<file path="config.mk">
export PLATFORM = sky130hd
export DESIGN_NAME = mcs_io_initiator
export DESIGN_NICKNAME = d
export VERILOG_FILES = /design/src/rtl/mcs_io_pkg.sv /design/src/rtl/mcs_io_initiator_timer.sv /design/src/rtl/mcs_io_initiator.sv
export SDC_FILE = /design/constraint.sdc
export NUM_CORES = 1
export LEC_CHECK = 0
export BUFFER_PORTS_ARGS = -buffer_cell sky130_fd_sc_hd__buf_4
export CORE_UTILIZATION = 49
export CTS_CLUSTER_SIZE = 20
export DETAILED_ROUTE_END_ITERATION = 8
export GPL_ROUTABILITY_DRIVEN = 1
export PLACE_DENSITY = 0.89
export SLEW_MARGIN = 25
export SYNTH_ARGS = -nofsm -noshare
export SYNTH_HDL_FRONTEND = slang
export SYNTH_SLANG_ARGS = --single-unit
</file>
<file path="constraint.sdc">
create_clock -name clk -period 3.9 [get_ports clk]
set_input_delay 0.78 -clock clk [delete_from_list [all_inputs] [get_ports clk]]
set_output_delay 0.78 -clock clk [all_outputs]
set_load 0.02 [all_outputs]
</file>
<file path="src/rtl/mcs_io_pkg.sv">
// Shared types for the MCS IO bus initiator: FSM states, response error codes
// and the address-window test.
package mcs_io_pkg;

    typedef enum logic [1:0] {
        IDLE   = 2'd0,
        STROBE = 2'd1,
        WAIT   = 2'd2,
        RESP   = 2'd3
    } state_t;

    typedef enum logic [1:0] {
        ERR_OK   = 2'b00,
        ERR_TMO  = 2'b01,
        ERR_ADDR = 2'b10
    } err_t;

    function automatic logic in_window(input logic [31:0] addr,
                                       input logic [31:0] base,
                                       input logic [31:0] mask);
        return (addr & mask) == base;
    endfunction

endpackage

</file>
<file path="src/rtl/mcs_io_initiator_timer.sv">
// Ready-wait timer: counts cycles since the strobe cycle and flags when the
// slave has had TIMEOUT wait cycles without answering.
module io_timeout_timer #(
    parameter int unsigned TIMEOUT = 255
) (
    input  logic clk,
    input  logic reset,
    input  logic i_clear,
    input  logic i_enable,
    output logic o_expired
);

    localparam int unsigned CNT_W = $clog2(TIMEOUT + 1);
    localparam logic [CNT_W-1:0] CNT_MAX = CNT_W'(TIMEOUT);

    logic [CNT_W-1:0] r_count;

    // Saturates at TIMEOUT so a stalled enable can never wrap back to zero.
    always_ff @(posedge clk) begin
        if (reset || i_clear) begin
            r_count <= '0;
        end else if (i_enable && (r_count != CNT_MAX)) begin
            r_count <= r_count + CNT_W'(1);
        end
    end

    assign o_expired = (r_count == CNT_MAX);

endmodule

</file>
<file path="src/rtl/mcs_io_initiator.sv">
// MCS IO bus initiator: converts a valid/ready command stream into single IO
// bus transactions with window check and ready timeout; results on rsp stream.
module mcs_io_initiator
    import mcs_io_pkg::*;
#(
    parameter logic [31:0] WIN_BASE = 32'hc000_0000,
    parameter logic [31:0] WIN_MASK = 32'hc000_0000,
    parameter int unsigned TIMEOUT  = 255
) (
    input  logic        clk,
    input  logic        reset,
    input  logic        cmd_valid,
    output logic        cmd_ready,
    input  logic        cmd_wr,
    input  logic [31:0] cmd_addr,
    input  logic [31:0] cmd_wdata,
    input  logic [3:0]  cmd_be,
    output logic        rsp_valid,
    input  logic        rsp_ready,
    output logic [31:0] rsp_rdata,
    output logic [1:0]  rsp_err,
    output logic        io_addr_strobe,
    output logic        io_read_strobe,
    output logic        io_write_strobe,
    output logic [31:0] io_address,
    output logic [3:0]  io_byte_enable,
    output logic [31:0] io_write_data,
    input  logic [31:0] io_read_data,
    input  logic        io_ready
);

    state_t      r_state;
    err_t        r_err;
    logic        r_cmd_ready;
    logic        r_rsp_valid;
    logic        r_addr_strobe;
    logic        r_rd_strobe;
    logic        r_wr_strobe;
    logic        r_wr;
    logic [31:0] r_addr;
    logic [31:0] r_wdata;
    logic [31:0] r_rdata;
    logic [3:0]  r_be;

    logic        w_busy;
    logic        w_expired;

    // The timer runs from the strobe cycle onward, so in wait cycle k it reads k.
    assign w_busy = (r_state == STROBE) || (r_state == WAIT);

    io_timeout_timer #(
        .TIMEOUT (TIMEOUT)
    ) u_timer (
        .clk       (clk),
        .reset     (reset),
        .i_clear   (!w_busy),
        .i_enable  (w_busy),
        .o_expired (w_expired)
    );

    // NOTE: the bus-facing datapath registers are reset too, so io_address and
    // friends show a defined 0 after reset instead of stale contents.
    always_ff @(posedge clk) begin
        if (reset) begin
            r_state       <= IDLE;
            r_err         <= ERR_OK;
            r_cmd_ready   <= 1'b0;
            r_rsp_valid   <= 1'b0;
            r_addr_strobe <= 1'b0;
            r_rd_strobe   <= 1'b0;
            r_wr_strobe   <= 1'b0;
            r_wr          <= 1'b0;
            r_addr        <= '0;
            r_wdata       <= '0;
            r_rdata       <= '0;
            r_be          <= '0;
        end else begin
            r_addr_strobe <= 1'b0;
            r_rd_strobe   <= 1'b0;
            r_wr_strobe   <= 1'b0;

            case (r_state)
                IDLE: begin
                    if (cmd_valid && r_cmd_ready) begin
                        r_cmd_ready <= 1'b0;
                        r_wr        <= cmd_wr;
                        r_addr      <= cmd_addr;
                        r_wdata     <= cmd_wr ? cmd_wdata : 32'h0;
                        r_be        <= cmd_wr ? cmd_be : 4'hf;
                        if (in_window(cmd_addr, WIN_BASE, WIN_MASK)) begin
                            r_state       <= STROBE;
                            r_addr_strobe <= 1'b1;
                            r_rd_strobe   <= !cmd_wr;
                            r_wr_strobe   <= cmd_wr;
                        end else begin
                            r_state     <= RESP;
                            r_rsp_valid <= 1'b1;
                            r_err       <= ERR_ADDR;
                            r_rdata     <= '0;
                        end
                    end else begin
                        r_cmd_ready <= 1'b1;
                    end
                end

                STROBE, WAIT: begin
                    // A ready arriving together with expiry still completes normally.
                    if (io_ready) begin
                        r_state     <= RESP;
                        r_rsp_valid <= 1'b1;
                        r_err       <= ERR_OK;
                        r_rdata     <= r_wr ? 32'h0 : io_read_data;
                    end else if (w_expired) begin
                        r_state     <= RESP;
                        r_rsp_valid <= 1'b1;
                        r_err       <= ERR_TMO;
                        r_rdata     <= '0;
                    end else begin
                        r_state <= WAIT;
                    end
                end

                RESP: begin
                    if (rsp_ready) begin
                        r_state     <= IDLE;
                        r_rsp_valid <= 1'b0;
                        r_cmd_ready <= 1'b1;
                    end
                end

                default: begin
                    r_state <= IDLE;
                end
            endcase
        end
    end

    assign cmd_ready       = r_cmd_ready;
    assign rsp_valid       = r_rsp_valid;
    assign rsp_rdata       = r_rdata;
    assign rsp_err         = r_err;
    assign io_addr_strobe  = r_addr_strobe;
    assign io_read_strobe  = r_rd_strobe;
    assign io_write_strobe = r_wr_strobe;
    assign io_address      = r_addr;
    assign io_byte_enable  = r_be;
    assign io_write_data   = r_wdata;

endmodule

</file>
# After elaboration in Yosys (flattened, before gate mapping)
# Cells that the tools add are included.
word_totals:
  output_inout_bits: 107
  in_bits: 106
  word_cells: 73
  regBits: 118
op_classes:
  mux: 29
  n_eq_ne: 10
  bitwise_logic: 3
  addsub: 1
  n_reduce_logical: 17
op_table:
  columns: ["cell", "n"]
  rows:
  - ["$mux 32", 6]
  - ["$pmux 32 s2", 1]
  - ["$mux 2", 7]
  - ["$mux 1", 10]
  - ["$add 8x1->8 const B", 1]
  - ["$eq 8x8->1 const B", 1]
  - ["$ne 8x8->1 const B", 1]
  - ["$reduce_and 4->1", 2]
  - ["$eq 2x2->1 const B", 3]
  - ["$ne 2x2->1 const B", 3]
  - ["$pmux 2 s3", 1]
  - ["$reduce_and 2->1", 3]
  - ["$mux 4", 1]
  - ["$pmux 2 s2", 1]
  - ["$reduce_bool 2->1", 2]
  - ["$reduce_or 4->1", 1]
  - ["$ne 3x2->1 const B", 1]
  - ["$not 1->1", 3]
  - ["$pmux 1 s3", 1]
  - ["$reduce_or 3->1", 1]
  - ["$eq 2x1->1 const B", 1]
  - ["$logic_and 1x1->1", 2]
  - ["$logic_not 1->1", 2]
  - ["$logic_not 2->1", 1]
  - ["3 further kinds", 4]

# Depth between registers and ports, before layout
logic_depth:
  depth_word: 4
  depth_mapped: 9
  ltp_nobuf: 6

# By module
# From an unflattened synthesis, not the netlist that was laid out.
unflattened:
  cells_unflattened: 541
  hier_area_um2: 4674.5
by_module_without_submodules:
  columns: ["mod", "n_inst", "area_each_um2", "cells_per_inst", "seq_area_each_um2"]
  rows:
  - ["mcs_io_initiator", 1, 4249.1, 492, 2202.1]
  - ["io_timeout_timer", 1, 425.4, 49, 160.2]

# Worst setup path before layout
# OpenSTA, ideal clock, no wires.
synth_path:
  kind: "input -> register"
  from: "input port reset"
  to: "register r_rdata[10], in the netlist rsp_rdata[10]"
  path_buffers: 3
  setup_ns: 0.072
  t_arrival_ns: 1.745
  required_ns: 3.828
  path_stages: 7
  path_slack_ns: 2.083
  cell_sequence: "buf_6 > nand2b_4 > buf_6 > nor3b_4 > buf_6 > nand2_1 > mux2i_1"
synth_rtl:
  columns: ["item", "line", "rtl"]
  rows:
  - ["start, declared", "mcs_io_initiator.sv:11", "input logic reset,"]
  - ["end signal, assigned", "mcs_io_initiator.sv:112", "r_rdata <= r_wr ? 32'h0 : io_read_data;"]
  - ["end, declared", "mcs_io_initiator.sv:42", "logic [31:0] r_rdata;"]

# Final worst setup path
layout_path:
  from: "register r_state[0]"
  to: "register r_addr[28], in the netlist io_address[28]"
layout_between:
  elab_chain_len: 2
layout_lines:
  columns: ["item", "line", "rtl"]
  rows:
  - ["start, declared", "mcs_io_initiator.sv:32", "state_t r_state;"]
  - ["start signal, assigned", "mcs_io_initiator.sv:65", "r_state <= IDLE;"]
  - ["start signal, assigned", "mcs_io_initiator.sv:91", "r_state <= STROBE;"]
  - ["start signal, assigned", "mcs_io_initiator.sv:96", "r_state <= RESP;"]
  - ["$logic_not 2->1", "mcs_io_initiator.sv:82", "case (r_state)"]
  - ["$reduce_and 2->1 (no line)", null, null]
  - ["end signal, assigned", "mcs_io_initiator.sv:87", "r_addr <= cmd_addr;"]
  - ["end, declared", "mcs_io_initiator.sv:40", "logic [31:0] r_addr;"]
# No other way between the ends.
# A chain may end at the register's enable or synchronous reset.

==> metrics.md <==
| Metric | Value |
|---|---|
| Status | `completed` |
| Reg-to-reg setup timing slack | `1390 ps` |
| Avg Cell Area, Syn | `8.93 um^2` |
| CTS tree | `yes` |
| CP endpoint kind | `register` |
| DRC Markers | `0` |
| Longest Clk Path Bufs | `2` |
| Final instance area | `0.00668 mm^2` |
| Clk sinks | `118` |
| Final Skew | `8.83 ps` |
| Root Driver | `clkbuf_8` |
| Syn Inst Count | `512` |
| Ant. Diodes | `0` |
| Die W | `98.6 um` |
| Postcts setup bufs | `0` |
| I/O Buffers | `212` |
| Post-CTS sizing | `0` |
| Rows | `34` |
| Crit Reg-Reg Endpoint | `io_address[28]` |
| Hold Vio Cnt, Final | `0` |
| Die Span Y | `98.6 um` |
| Initial Util | `0.514` |
| Hold Path Sink | `io_write_data[23]` |
| DR WL/cell | `15.2 um` |
| Tmin final | `2510 ps` |
| Final WS setup | `1390 ps` |
| Kind of critical path | `reg2reg` |
| Synthesized area | `0.00457 mm^2` |
| Final period utilization | `0.644` |
| WHS Path Cells | `2` |
| Post-synthesis async set-or-reset flop share | `0` |
| Max incr delay on CP | `790 ps` |
| Register area share after synthesis | `0.517` |
| RSZ-0062 raised after global routing | `false` |
| Netlist cell types | `44` |
| Synth area leaders | `dfxtp_1 52%, nand2_1 11%, a21oi_1 7.6%` |
| Hold buffers post-CTS | `0` |
| Fin. max-slew vios | `0` |
| Max_cap viols | `0` |
| Yosys top cell area share | `0.517` |
| Largest net degree at the start of global routing | `79` |
| Clock H-tree levels | `4` |
| Overflow after GRT | `0` |
| Top_reg_cell synth | `dfxtp_1` |
| Highest Clock Rate | `398 MHz` |
| CP startpoint | `r_state[0]` |
| Critical hold path startpoint | `io_write_data[23]` |
| Core box area | `0.00889 mm^2` |
| Hold WC Path Type | `reg2reg` |
| Pwr dens | `643 mW/mm^2` |
| Post-place setup slack | `1250 ps` |
| Flops & latches, synth | `118` |
| CP Cell Sequence | `inv_1, ha_1, nand3_2, buf_4, nand2_1, a21oi_1` |
| Number of CTS-inserted buffers | `17` |
| DRT antenna net count | `0` |
| Initial antenna violation count | `0` |
| Initial drt markers | `163` |
| Layout cells sized above 1 | `0.377` |
| Placed inst area | `0.00611 mm^2` |
| Clock transition at path regs | `60 ps` |
| P&R area growth vs syn | `46.0%` |
| Crit-path slowest cell | `nand3_2` |
| VDD IR max | `0.352 mV` |
| Post-synth EDFFs | `0` |
| Clock Latency Late Sink | `500 ps` |
| Worst-margin pin slew | `1020 ps` |
| Post-synth top area cell | `dfxtp_1` |
| Vias per cell | `5.27` |
| Reg2reg path depth | `6` |
| Synth warnings | `0` |
| First-pass GRT wire length | `20100 um` |
| Vias in the first global route | `4357` |
| FF-to-FF Start | `r_state[0]` |
| TritonRoute pass-1 iters | `5` |
| Req. time, crit path | `4250 ps` |
| Total power | `4.29 mW` |
| DP HPWL | `8720 um` |
| Via Count | `4375` |
| Leakage power | `2.80 nW` |
| Total track usage | `0.260` |
| Setup violators final | `0` |
| Nets@finish | `819` |
| Syn nets | `622` |
| Crit path max fanout | `49` |
| I/O pins | `213` |
| DIE AREA | `0.00972 mm^2` |
| Slew headroom | `0.319` |
| TNS Setup | `0 ps` |
| Crit path DAT | `2860 ps` |
| RD Place Congestion | `0.821` |
| Total Wirelength | `12600 um` |
| Startpoint types | `register` |
## layout by cell type, fill, tap and decap left out, types with 3 or more instances in the layout
cell | netlist | final
a21oi_1 | 69 | 69
a2bb2oi_1 | 12 | 12
a2bb2oi_2 | 13 | 13
buf_4 | 7 | 216
clkbuf_16 | 0 | 16
clkinv_4 | 0 | 4
clkinvlp_4 | 0 | 7
dfxtp_1 | 118 | 118
ha_1 | 4 | 4
inv_1 | 5 | 5
mux2i_1 | 9 | 9
nand2_1 | 140 | 140
nand3_1 | 37 | 36
nand4_1 | 3 | 3
nor2_1 | 16 | 16
nor3_1 | 8 | 8
nor3b_1 | 5 | 5
o21ai_0 | 4 | 4
## flip-flops by register name (all words and copies together), names as in the netlist, 2 cells and up
name,flops
r_state,2
rsp_err,2
io_byte_enable,4
io_write_data,32
io_address,32
rsp_rdata,32
u_timer.r_count,8
## critical path, delay by kind of cell, from the launching register on
kind | cells | cell delay (ps)
simple gates | 2 | 900
fa+ha+maj | 1 | 410
flops | 1 | 320
buf+inv | 2 | 630
compound gates | 1 | 70
## metal layers
metal	vias up	routed length [um]	GRT usage
li1	2142	-	-
met1	2030	4950	0.283
met2	180	6370	0.459
met3	23	1020	0.0950
met4	0	243	0.106
met5	-	0	0
## per-stage QoR
step	util	cells	hold slack (ps)
2_1_floorplan	-	512	460
3_3_place_gp	0.688	797	439
3_5_place_dp	0.688	797	445
4_1_cts	0.750	829	453
5_1_grt	0.751	830	473
6_report	0.751	830	452
## layout make-up
type                       count  area (um^2)
tap                          108          135
sequential                   118         2360
fill                         631         2220
multi-input combinational    350         1980
inverter                       5         18.8
clock inverter                14          131
clock buffer                  18          418
timing repair buffer         217         1630
## how the worst max path moves through the flow
stage                           to  depth (start not counted)  slack (ps)
CTS                 io_address[28]                          6        1390
global route        io_read_strobe                          5        1150
floorplan            rsp_rdata[10]                          7        2080
global placement     rsp_rdata[29]                          5        1330
finish              io_address[28]                          6        1390
detailed placement   rsp_rdata[26]                          5        1250
## cells by family (layout without fill, tap and decap cells)
| group | Yosys count | after routing | synth area share |
|---|---|---|---|
| AOI/OAI and AO/OA | 111 | 111 | 0.178 |
| xor gates and xnor gates | 3 | 3 | 0.00575 |
| adders and majority gates | 4 | 4 | 0.0110 |
| buffers and inverters | 44 | 254 | 0.0520 |
| DFF | 118 | 118 | 0.517 |
| muxes | 9 | 9 | 0.0197 |
| and+or+nand+nor | 223 | 223 | 0.217 |
## cell usage after synthesis (2+ instances only)
master	count
nand4_1	3
and3_1	2
buf_2	6
mux2i_1	9
buf_6	5
a2bb2oi_2	13
a32o_1	2
and2_1	2
a2bb2oi_1	12
clkbuf_1	19
nand3_1	37
a21oi_1	69
dfxtp_1	118
o21ai_0	4
a211oi_1	2
nand2_1	140
nand2b_1	2
xor2_1	2
nor3b_1	5
ha_1	4
nor2_1	16
inv_1	5
nor3_1	8
buf_4	7
## where the power goes
part | switching, mW | leakage [nW] | internal (mW)
Clock | 0.572 | 0.246 | 0.846
Combinational | 0.757 | 1.59 | 0.612
Sequential | 0.118 | 0.959 | 1.39
(Power assumes the default switching activity.)
